**src/rtl/seq_booth_mult_pkg.sv**
```systemverilog
// -----------------------------------------------------------------------------
// seq_booth_mult_pkg
// Shared types and defaults for the sequential Booth / shift-add multiplier.
//   state_t     : controller states (S_IDLE, S_ADD, S_SHIFT, S_DONE)
//   booth_op_t  : per-bit accumulator action (none / add / subtract)
//   booth_decode: maps mode and {Q[0], Qm1} to the accumulator action
// Optional build macro used by the multiplier: SEQ_BOOTH_MULT_FAST_SHIFT_EN
// -----------------------------------------------------------------------------
package seq_booth_mult_pkg;

  localparam int DEF_DP_WIDTH = 8;
  localparam int DEF_BC_SIZE  = $clog2(DEF_DP_WIDTH + 1);

  typedef enum logic [1:0] {
    S_IDLE  = 2'd0,
    S_ADD   = 2'd1,
    S_SHIFT = 2'd2,
    S_DONE  = 2'd3
  } state_t;

  typedef enum logic [1:0] {
    OP_NONE = 2'd0,
    OP_ADD  = 2'd1,
    OP_SUB  = 2'd2
  } booth_op_t;

  // Unsigned mode is plain shift-add on Q[0]; signed mode is radix-2 Booth
  // recoding on the bit pair {Q[0], Qm1}.
  function automatic booth_op_t booth_decode(input logic is_sgn,
                                             input logic q0,
                                             input logic qm1);
    booth_op_t op;
    op = OP_NONE;
    if (!is_sgn) begin
      if (q0) op = OP_ADD;
    end else begin
      case ({q0, qm1})
        2'b01:   op = OP_ADD;
        2'b10:   op = OP_SUB;
        default: op = OP_NONE;
      endcase
    end
    return op;
  endfunction

endpackage

```
**src/rtl/seq_booth_mult_if.sv**
```systemverilog
// -----------------------------------------------------------------------------
// seq_booth_mult_if
// Request/result bundle for seq_booth_mult.
//   start        : request, sampled only while rdy=1
//   is_signed    : 1 = two's-complement Booth, 0 = unsigned shift-add
//   multiplicand : operand B
//   multiplier   : operand Q
//   product      : 2*DP_WIDTH result, valid from done until the next accept
//   rdy          : multiplier idle and able to accept start
//   done         : one-cycle pulse when product becomes valid
// master = requester, slave = multiplier.
// -----------------------------------------------------------------------------
interface seq_booth_mult_if
  import seq_booth_mult_pkg::*;
#(
  parameter int DP_WIDTH = DEF_DP_WIDTH
);

  logic                      start;
  logic                      is_signed;
  logic [DP_WIDTH-1:0]       multiplicand;
  logic [DP_WIDTH-1:0]       multiplier;
  logic [2*DP_WIDTH-1:0]     product;
  logic                      rdy;
  logic                      done;

  modport master (
    output start, is_signed, multiplicand, multiplier,
    input  product, rdy, done
  );

  modport slave (
    input  start, is_signed, multiplicand, multiplier,
    output product, rdy, done
  );

endinterface

```
**src/rtl/seq_booth_mult_addsub.sv**
```systemverilog
// -----------------------------------------------------------------------------
// seq_booth_mult_addsub
// Combinational (DP_WIDTH+1)-bit accumulator add/subtract.
//   i_a      : accumulator A (DP_WIDTH+1 bits)
//   i_b      : multiplicand B (DP_WIDTH bits)
//   i_signed : 1 = sign-extend B, 0 = zero-extend B
//   i_sub    : 1 = A - ext(B), 0 = A + ext(B)
//   o_sum    : result, modulo 2^(DP_WIDTH+1)
// -----------------------------------------------------------------------------
module seq_booth_mult_addsub #(
  parameter int DP_WIDTH = 8
) (
  input  logic [DP_WIDTH:0]   i_a,
  input  logic [DP_WIDTH-1:0] i_b,
  input  logic                i_signed,
  input  logic                i_sub,
  output logic [DP_WIDTH:0]   o_sum
);

  logic [DP_WIDTH:0] w_b_ext;

  // The extra bit keeps -2^(DP_WIDTH-1) representable after negation and
  // holds the carry out in unsigned mode.
  assign w_b_ext = {(i_signed & i_b[DP_WIDTH-1]), i_b};
  assign o_sum   = i_sub ? (i_a - w_b_ext) : (i_a + w_b_ext);

endmodule

```
**src/rtl/seq_booth_mult.sv**
```systemverilog
// -----------------------------------------------------------------------------
// seq_booth_mult
// Sequential multiplier: unsigned shift-add or signed radix-2 Booth, one
// multiplier bit per ADD/SHIFT pair.
//   clk   : clock
//   rst_b : asynchronous active-low reset
//   bus   : seq_booth_mult_if.slave (start, is_signed, multiplicand,
//           multiplier in; product, rdy, done out)
// Default build: fixed latency, done visible in the cycle after edge
// 2*DP_WIDTH counting the accept edge as edge 0.
// Build macro SEQ_BOOTH_MULT_FAST_SHIFT_EN: bits needing no add/subtract are
// shifted directly from S_ADD, latency DP_WIDTH..2*DP_WIDTH.
// -----------------------------------------------------------------------------
module seq_booth_mult
  import seq_booth_mult_pkg::*;
#(
  parameter int DP_WIDTH = DEF_DP_WIDTH,
  parameter int BC_SIZE  = $clog2(DP_WIDTH + 1)
) (
  input  logic             clk,
  input  logic             rst_b,
  seq_booth_mult_if.slave  bus
);

  state_t                r_state;
  logic [DP_WIDTH:0]     r_a;
  logic [DP_WIDTH-1:0]   r_b;
  logic [DP_WIDTH-1:0]   r_q;
  logic                  r_qm1;
  logic [BC_SIZE-1:0]    r_p;
  logic                  r_mode;

  booth_op_t             w_op;
  logic [DP_WIDTH:0]     w_sum;
  logic                  w_shift_msb;
  logic [DP_WIDTH:0]     w_a_sh;
  logic [DP_WIDTH-1:0]   w_q_sh;
  logic [BC_SIZE-1:0]    w_p_dec;
  logic                  w_last;

  assign w_op = booth_decode(r_mode, r_q[0], r_qm1);

  seq_booth_mult_addsub #(
    .DP_WIDTH (DP_WIDTH)
  ) u_addsub (
    .i_a      (r_a),
    .i_b      (r_b),
    .i_signed (r_mode),
    .i_sub    (w_op == OP_SUB),
    .o_sum    (w_sum)
  );

  // Right shift of {A, Q, Qm1}: logical in unsigned mode, arithmetic in
  // signed mode. Qm1 picks up Q[0] directly in the sequential block.
  assign w_shift_msb = r_mode & r_a[DP_WIDTH];
  assign w_a_sh      = {w_shift_msb, r_a[DP_WIDTH:1]};
  assign w_q_sh      = {r_a[0], r_q[DP_WIDTH-1:1]};
  assign w_p_dec     = r_p - BC_SIZE'(1);
  assign w_last      = (w_p_dec == '0);

  always_ff @(posedge clk or negedge rst_b) begin
    if (!rst_b) begin
      r_state <= S_IDLE;
      r_a     <= '0;
      r_b     <= '0;
      r_q     <= '0;
      r_qm1   <= 1'b0;
      r_p     <= BC_SIZE'(DP_WIDTH);
      r_mode  <= 1'b0;
    end else begin
      case (r_state)
        S_IDLE: begin
          if (bus.start) begin
            r_a     <= '0;
            r_b     <= bus.multiplicand;
            r_q     <= bus.multiplier;
            r_qm1   <= 1'b0;
            r_p     <= BC_SIZE'(DP_WIDTH);
            r_mode  <= bus.is_signed;
            r_state <= S_ADD;
          end
        end

        S_ADD: begin
`ifdef SEQ_BOOTH_MULT_FAST_SHIFT_EN
          if (w_op == OP_NONE) begin
            // Nothing to accumulate for this bit: shift right away.
            r_a     <= w_a_sh;
            r_q     <= w_q_sh;
            r_qm1   <= r_q[0];
            r_p     <= w_p_dec;
            r_state <= w_last ? S_DONE : S_ADD;
          end else begin
            r_a     <= w_sum;
            r_state <= S_SHIFT;
          end
`else
          if (w_op != OP_NONE) begin
            r_a <= w_sum;
          end
          r_state <= S_SHIFT;
`endif
        end

        S_SHIFT: begin
          r_a     <= w_a_sh;
          r_q     <= w_q_sh;
          r_qm1   <= r_q[0];
          r_p     <= w_p_dec;
          r_state <= w_last ? S_DONE : S_ADD;
        end

        S_DONE: begin
          r_state <= S_IDLE;
        end

        default: begin
          r_state <= S_IDLE;
        end
      endcase
    end
  end

  // A and Q are untouched in S_DONE and S_IDLE, so the product holds until
  // the next accepted start reloads them.
  assign bus.product = {r_a[DP_WIDTH-1:0], r_q};
  assign bus.rdy     = (r_state == S_IDLE);
  assign bus.done    = (r_state == S_DONE);

endmodule

```
**src/flat_wrapper.sv**
```systemverilog
// flat-port wrapper written by rule: the top's interface ports become plain ports
module seq_booth_mult_flat import seq_booth_mult_pkg::*;
#(
  parameter int DP_WIDTH = DEF_DP_WIDTH,
  parameter int BC_SIZE  = $clog2(DP_WIDTH + 1)
)
  (clk, rst_b, bus_start, bus_is_signed, bus_multiplicand, bus_multiplier, bus_product, bus_rdy, bus_done);
  seq_booth_mult_if #(.DP_WIDTH(DP_WIDTH)) bus_i ();
  input  logic clk;
  input  logic rst_b;
  input wire logic [$bits(bus_i.start)-1:0] bus_start;
  input wire logic [$bits(bus_i.is_signed)-1:0] bus_is_signed;
  input wire logic [$bits(bus_i.multiplicand)-1:0] bus_multiplicand;
  input wire logic [$bits(bus_i.multiplier)-1:0] bus_multiplier;
  output wire logic [$bits(bus_i.product)-1:0] bus_product;
  output wire logic [$bits(bus_i.rdy)-1:0] bus_rdy;
  output wire logic [$bits(bus_i.done)-1:0] bus_done;
  assign bus_i.start = bus_start;
  assign bus_i.is_signed = bus_is_signed;
  assign bus_i.multiplicand = bus_multiplicand;
  assign bus_i.multiplier = bus_multiplier;
  assign bus_product = bus_i.product;
  assign bus_rdy = bus_i.rdy;
  assign bus_done = bus_i.done;
  seq_booth_mult #(.DP_WIDTH(DP_WIDTH), .BC_SIZE(BC_SIZE)) u_core (.clk(clk), .rst_b(rst_b), .bus(bus_i));
endmodule
```
**config.mk**
```make
export PLATFORM = sky130hd
export DESIGN_NAME = seq_booth_mult_flat
export DESIGN_NICKNAME = d
export VERILOG_FILES = /design/src/rtl/seq_booth_mult_pkg.sv /design/src/rtl/seq_booth_mult_if.sv /design/src/rtl/seq_booth_mult_addsub.sv /design/src/rtl/seq_booth_mult.sv /design/src/flat_wrapper.sv
export SDC_FILE = /design/constraint.sdc
export NUM_CORES = 1
export LEC_CHECK = 0
export CORE_MARGIN = 1
export CORE_UTILIZATION = 48
export DETAILED_ROUTE_END_ITERATION = 16
export GPL_TIMING_DRIVEN = 0
export PLACE_DENSITY_LB_ADDON = 0.3
export REMOVE_ABC_BUFFERS = 1
export SYNTH_ARGS = -nofsm -noshare
export SYNTH_HDL_FRONTEND = slang
export SYNTH_SLANG_ARGS = --single-unit
```
**constraint.sdc**
```tcl
create_clock -name clk -period 2.59 [get_ports clk]
set_input_delay 0.518 -clock clk [delete_from_list [all_inputs] [get_ports clk]]
set_output_delay 0.518 -clock clk [all_outputs]
set_load 0.01 [all_outputs]
```
Yosys cells after proc, flatten, opt, wreduce, memory -nomap -nowiden
Index checks and enable logic that the tools add are counted.

word-level totals
  register bits = 33
  bits of input ports = 20
  output and inout bits = 18
  word-level logic and storage cells = 44

operators by class
  add/sub/neg operators = 3
  equal/unequal tests = 8
  multiplexer cells = 16
  bitwise logic cells = 2
  reduce and logical (&&, ||, !) cells = 8

operator list
  kind                 number
  $mux 9               3
  $pmux 9 s3           1
  $pmux 8 s2           1
  $add 9x9->9          1
  $sub 9x9->9          1
  $eq 2x2->1 const B   4
  $mux 8               1
  $pmux 2 s4           1
  $pmux 4 s2           1
  $mux 2               3
  $eq 2x1->1 const B   2
  $logic_not 4->1      1
  $mux 4               1
  $pmux 2 s2           1
  $reduce_and 2->1     2
  $reduce_bool 2->1    2
  $sub 4x1->4 const B  1
  $reduce_and 3->1     1
  $reduce_bool 3->1    1
  $and 1x1->1          2
  $logic_not 2->1      1
  $mux 1               2
  $ne 2x1->1 const B   1
  $ne 2x2->1 const B   1
  $pmux 1 s2           1

Logic depth before layout (Yosys ltp)
Gate-level depths: netlist of run 1.

  depth after elaboration = 7
  depth in mapped cells = 11
  depth with buffers taken out = 11

Modules after synthesis
Synthesis of run 1 repeated with hierarchy kept, for this count alone.

second synthesis, totals
  cells, all modules = 213
  area, all modules = 2230.9 um2

modules (own cells, without submodules)
  module                 times used  cells an instance  area each (um2)  sequential area each (um2)
  seq_booth_mult         1           145                1696.6           827.0
  seq_booth_mult_addsub  1           68                 534.3            0.0

Worst setup path before layout of run 1
No wires, ideal clock.

  kind = register to register
  start point = register u_core.r_b[3]
  end point = register u_core.r_a[7]
  library setup time = 0.096 ns
  data arrival time = 2.497 ns
  required time = 2.494 ns
  path slack = -0.002 ns
  stages on the path, launching flop included = 9
  path buffers = 0
  clock period less this slack = 2.592 ns
  cells stage by stage = dfrtp_1 > or4_2 > o21ai_0 > xor2_1 > ha_1 > or3_1 > o211a_1 > o21a_1 > o31ai_1

on the way
  cells in the longest elaborated chain, start to end = 4
  elaborated cells between the ends (all ways) = 5
  classes of those cells = 2 x add/sub; 3 x mux

RTL lines
  element                                            RTL line                     RTL
  start, declared                                    seq_booth_mult.sv:27         logic [DP_WIDTH-1:0] r_b;
  start signal, assigned                             seq_booth_mult.sv:75         r_b <= bus.multiplicand;
  $add 9x9->9 / $sub 9x9->9 (equally long branches)  seq_booth_mult_addsub.sv:25  assign o_sum = i_sub ? (i_a - w_b_ext) : (i_a + w_b_ext);
  $mux 9 *                                           seq_booth_mult_addsub.sv:25
  $mux 9 *                                           seq_booth_mult.sv:98         if (w_op != OP_NONE) begin
  $pmux 9 s3 *                                       seq_booth_mult.sv:71         case (r_state)
  end signal, assigned                               seq_booth_mult.sv:99         r_a <= w_sum;
  end signal, assigned                               seq_booth_mult.sv:106        r_a <= w_a_sh;
  end, declared                                      seq_booth_mult.sv:26         logic [DP_WIDTH:0] r_a;

Mark *: on every way between the ends. The rest lies on a longest branch, timed or not. The select of a mux whose other input is x is not followed.
A chain may end at the register's enable or synchronous reset.

Worst setup path after layout of run 1
  start point = register u_core.r_b[1]
  end point = register u_core.r_a[8]

The elaborated chain is that of the path after synthesis.

==> impl_metrics.toml, run 1 <==
[status]
status = "complete, but fails checks"
violations = "negative setup slack"

[power_and_ir_drop]
combinationalPowerShare_pct = 64.2
p_seq_share_pct = 24.6
p_leak_nw = 1.24
power_mw = 4.23
power.share.clock_pct = 11.2
switching_share_pct = 43.1
power_density_mw_per_mm2 = 1500
p_int_mw = 2.41
ir_drop_uv = 833
p_sw_mw = 1.83

[job]
max_cap_violations = 0

[yosys]
synth.cell_area_mm2 = 0.00221
yosysMostFrequentCell = "dfrtp_1"
yosysSeqAreaShare_pct = 37.4
yosysTopAreaCellShare_pct = 36.2
ys_ff_latch = 33
ys.flop_type = "dfrtp_1"
yosys.area.top_type = "dfrtp_1"
postSynthCellCount = 226
yosysUniqueCellTypes = 52
yosys_warnings = 0
syn_avg_cell_area_um2 = 9.79
synth_edf_count = 0
synthTopCellsByCount = "32 x dfrtp_1, 22 x o21ai_0, 20 x nand2_1"
synthTopCellsByArea = "dfrtp_1 36%, ha_1 8.5%, mux2_2 5.1%"
async_flop_share_pct = 100

[critical_path]
r2r-start = "u_core.r_b[1]"
worstRegToRegCells = 10
end_kind = "flip-flop"
rr_endpoint = "u_core.r_a[8]"
required_ns = 2.75
critPathLaunchType = "flip-flop"
crit_arrival_ns = 2.85
worst-setup-path-type = "reg -> reg"
r2r_setup_slack_ns = -0.1
crit_path_max_fanout = 4

[floorplanning]
row_count = 24
dieHeight_um = 69.9
io_pins = 38
design.die.area_mm2 = 0.00489
core_mm2 = 0.00438
fp.dieW_um = 69.9
start_util_pct = 50.5

[clocking]
insertion_delay_ns = 0.28
htree_levels = 2
clockRootBuffer = "clkbuf_8"
clockBufferDepth = 2
cts_tree = "yes"
path_clk_slew_ns = 0.07
clock-sinks = 33
ctsHoldBuffers = 0
cts_made_buffers = 5

[timing]
hold_ws_ns = 0.302
hold_viol_final = 0
fin_skew_ns = 0.0100
setup_ws_ns = -0.0982
fmax_mhz = 372
slew_violations = 0
worst_pin_slew_ns = 1.10
finalSetupViolations = 2
finalCritPeriodShare_pct = 104
min_period_ns = 2.69
rsz0062_at_grt = "yes"
maxSlewHeadroom_pct = 26.4

[layout]
nNetsFinal = 299
final_util_pct = 64.2
antenna_cells = 0
fin_area_mm2 = 0.00282
area_growth_pct = 27.2
final_layout_size_suffix_gt1_share_pct = 19.7

[grt]
first_global_vias = 1743
antenna_found_initial = 0
grt-ovfl-total = 0
grt_use_total_pct = 20.6
grt_pass1_wl_um = 8070
grt_max_degree = 34

[place]
gp_congestion = 0.812
dp_hpwl_um = 3130
port_buffers = 37
postPlaceCellArea_mm2 = 0.00255

[worst_hold_path]
hp-class = "in -> async"

[route]
ant_nets = 0
drt_iter0_markers = 103
drt_wl_total_um = 4710
via_per_inst = 5.54
drc = 0
num_vias = 1750
firstDrtPassIters = 4
wire_per_inst_um = 14.9
## metal layers
metal  wire [µm]  global-route usage [%]  up-vias
met5           0                       0        -
met3         115                    3.17        6
met4          65                    7.11        0
met2        2290                    35.1       30
li1            -                       -      881
met1        2250                    26.7      833
## cells in the final DEF (no fill, tap or decap), drive strengths merged, types with 2 or more instances in the layout
| cell type | synthesis | routed |
|---|---|---|
| xor2 | 6 | 6 |
| o21ai | 22 | 22 |
| o22ai | 2 | 2 |
| clkbuf | 6 | 6 |
| buf | 10 | 10 |
| mux2i | 10 | 10 |
| o21a | 7 | 7 |
| nor2b | 7 | 7 |
| mux2 | 10 | 10 |
| clkdlybuf4s50 | 0 | 36 |
| or3b | 2 | 2 |
| nor2 | 5 | 5 |
| ha | 15 | 15 |
| inv | 16 | 16 |
| or3 | 3 | 3 |
| nand2 | 20 | 20 |
| nor3 | 5 | 5 |
| a31oi | 2 | 2 |
| a41oi | 3 | 3 |
| o31ai | 5 | 5 |
| o31a | 2 | 2 |
| a22oi | 2 | 2 |
| a21o | 2 | 2 |
| nand3 | 5 | 5 |
| xnor2 | 3 | 3 |
| dfrtp | 32 | 32 |
| a21oi | 4 | 4 |
| and3b | 2 | 2 |
## area by class of cell
cell class,instances,area (µm²)
clock buffers,6,72.6
inverters,16,60.1
repair buffers,46,437
clock inverters,2,35.0
fillers,376,1570
multi-input cells,161,1320
well taps,52,65.1
flip-flops and latches,33,828
## metrics by stage
stage	std cells	worst slack (ns)	TNS [ns]
2_1_floorplan	210	-0.00249	-0.00249
3_3_place_gp	299	-0.522	-6.28
3_5_place_dp	300	-0.183	-0.350
4_1_cts	314	-0.0366	-0.0366
5_1_grt	316	-0.229	-0.443
6_report	316	-0.0982	-0.128
## worst max-delay path: stages, from the launching register on
cell      delay (ns)
dfrtp_1         0.41
buf_4           0.15
or4_4           0.48
o21ai_2         0.14
xor2_1          0.20
ha_1            0.28
a21o_1          0.23
o21bai_2        0.21
o41ai_4         0.07
mux2i_1         0.28
a22oi_1         0.11
## power by group through the flow
stage               combinational, mW  clock (mW)  sequential, mW
CTS                              2.63       0.484            1.03
floorplan                        1.68           0            1.02
global placement                 2.31           0            1.02
detailed placement               2.38           0            1.03
global route                     3.01       0.499            1.08
finish                           2.72       0.475            1.04
## what timing repair did
action                     4_1_cts  5_1_grt
setup endpoints to repair        5        5
gates resized for setup         16        7
buffers inserted                 6        2
pin swaps                        6        7
## registers in the layout, indices dropped and copies added, names as in the netlist
name,count
u_core.r_a,9
u_core.r_state,2
u_core.r_q,8
u_core.r_b,8
u_core.r_qm1,1
u_core.r_p,4
u_core.r_mode,1
## worst max-delay path by stage
stage | end | start | slack, ns
floorplan | u_core.r_a[7] | u_core.r_b[3] | -0.002
global placement | u_core.r_q[6] | u_core.r_state[0] | -0.52
detailed placement | u_core.r_a[8] | u_core.r_b[2] | -0.18
CTS | u_core.r_a[8] | u_core.r_b[1] | -0.04
global route | u_core.r_a[8] | u_core.r_b[1] | -0.23
finish | u_core.r_a[8] | u_core.r_b[1] | -0.1
## logic make-up after synthesis
family,Yosys count,share of synthesized area (%)
muxes,20,9.61
AOI/OAI and AO/OA,61,19.4
buffers and inverters,32,7.35
DFF,33,37.4
xor gates and xnor gates,9,3.56
adders and majority gates,16,9.38
and+or+nand+nor,55,13.3
No activity file was read; power rests on OpenSTA's default activity.
==> run 2: changes to the inputs <==
--- a/config.mk
+++ b/config.mk
@@ -11,6 +11,7 @@
 export GPL_TIMING_DRIVEN = 0
 export PLACE_DENSITY_LB_ADDON = 0.3
 export REMOVE_ABC_BUFFERS = 1
+export SLEW_MARGIN = 20
 export SYNTH_ARGS = -nofsm -noshare
 export SYNTH_HDL_FRONTEND = slang
 export SYNTH_SLANG_ARGS = --single-unit
==> impl_metrics.toml, run 2 (synthesis results as in run 1) <==
[status]
status = "complete, but fails checks"
violations = "negative setup slack"

[layout]
top_register = "u_core.r_a"
nNetsFinal = 304
area_growth_pct = 29.7
final_layout_size_suffix_gt1_share_pct = 22.3
fin_area_mm2 = 0.00287
final_common_cell = "clkdlybuf4s50_1"
final_cell_mix = "36 x clkdlybuf4s50_1, 31 x dfrtp_1, 19 x o21ai_0, 18 x nand2_1, 15 x inv_1"
largest_register_ffs = 9
final_util_pct = 65.5
antenna_cells = 0
reg_top3 = "u_core.r_a (9), u_core.r_b (8), u_core.r_q (8)"
nFillCells = 378
final_cells = 321
seq_area_um2 = 828
multi_input_area_mm2 = 0.00130

[clocking]
cts_made_buffers = 5
path_clk_slew_ns = 0.07
clockRootBuffer = "clkbuf_8"
clock-sinks = 33
insertion_delay_ns = 0.29
cts_tree = "yes"
clockBufferDepth = 2
htree_levels = 2

[timing]
setup-tns-final_ns = -0.0315
finalCritPeriodShare_pct = 101
fin_skew_ns = 0.0143
fmax_mhz = 381
slew_violations = 0
hold_viol_final = 0
hold_ws_ns = 0.113
worst_pin_slew_ns = 0.656
rsz0062_at_grt = "yes"
setup_ws_ns = -0.0315
finalSetupViolations = 1
min_period_ns = 2.62
maxSlewHeadroom_pct = 56.2

[power_and_ir_drop]
p_leak_nw = 1.28
power_mw = 4.30
ir_drop_uv = 721
power_density_mw_per_mm2 = 1500

[floorplanning]
dieHeight_um = 69.9
design.die.area_mm2 = 0.00489
row_count = 24
start_util_pct = 50.5
core_mm2 = 0.00438
io_pins = 38
fp.dieW_um = 69.9

[route]
firstDrtPassIters = 5
via_per_inst = 5.50
wire_per_inst_um = 14.7
drt_iter0_markers = 67
ant_nets = 0
drc = 0
drt_wl_total_um = 4730
num_vias = 1766

[place]
dp_hpwl_um = 3270
post-place-cells = 301
dp_worst_setup_slack_ns = -0.178
gp_congestion = 0.812
postPlaceCellArea_mm2 = 0.00258
port_buffers = 37

[grt]
antenna_found_initial = 0
grt-ovfl-total = 0
grt_pass1_wl_um = 8000
first_global_vias = 1690
grt_use_total_pct = 20.9
grt_max_degree = 25

[job]
max_cap_violations = 0

[critical_path]
end_kind = "flip-flop"
crit_slowest_cell = "dfrtp_1"
critPathLaunchType = "flip-flop"
critical_path_buf_inv_count = 1
required_ns = 2.76
worst-setup-path-type = "reg -> reg"
crit_path_max_fanout = 3
crit_arrival_ns = 2.79
slowest_delay_ns = 0.40
cp_cell_sequence = "inv_2, ha_4, or3b_4, nand2_2, xor2_2, ha_1, o21a_1, o31a_1, o41ai_4, mux2i_1, a22oi_1"
cp_top_family = "compound AO/OA/AOI/OAI gates"

[worst_hold_path]
hp-class = "in -> async"
-- run 2: cell count changes in the layout (fill, tap and decap cells not counted), sizes merged --
cell,delta
buf,+5
-- run 2: power breakdown --
group,internal [mW],total [mW],switching [mW]
sequential,0.765,1.02,0.260
combinational,1.40,2.79,1.39
clock,0.285,0.483,0.197
total,2.45,4.30,1.85
-- run 2: final cells by class --
class,count,area share (%)
Clock inverter,2,1.22
Sequential cell,33,28.9
Multi-Input combinational cell,161,45.4
Tap cell,52,2.27
Timing Repair Buffer,51,17.7
Clock buffer,6,2.53
Inverter,16,2.09
-- run 2: layer usage --
| layer | vias to the layer above | wire length [µm] | global-route usage [%] |
|---|---|---|---|
| met3 | 7 | 136 | 4.91 |
| met4 | 0 | 77 | 8.44 |
| met1 | 840 | 2260 | 27.7 |
| met5 | - | 0 | 0 |
| li1 | 891 | - | - |
| met2 | 28 | 2250 | 33.0 |
-- run 2: final timing paths --
check	start	cells after the start	endpoint	slack, ns
min reg2reg	u_core.r_q[3]	2	u_core.r_q[3]	0.51
max	u_core.r_b[1]	11	u_core.r_a[8]	-0.03
min in group clk	u_core.r_q[3]	2	u_core.r_q[3]	0.51
min	rst_b	1	u_core.r_q[4]	0.11
max in group asynchronous	rst_b	2	u_core.r_p[3]	2.00
max reg2reg	u_core.r_b[1]	11	u_core.r_a[8]	-0.03
-- run 2: worst reg2reg max path, stage by stage, from the launching register on --
cell,delay [ns]
dfrtp_1,0.40
inv_2,0.09
ha_4,0.14
or3b_4,0.39
nand2_2,0.09
xor2_2,0.17
ha_1,0.27
o21a_1,0.11
o31a_1,0.13
o41ai_4,0.36
mux2i_1,0.26
a22oi_1,0.11
-- run 2: what timing repair did --
| action | in CTS | in global routing |
|---|---|---|
| resized for setup | 10 | 14 |
| setup endpoints to repair | 4 | 13 |
| hold buffers | 0 | 0 |
| setup buffers | 7 | 5 |
| pin swaps | 6 | 10 |
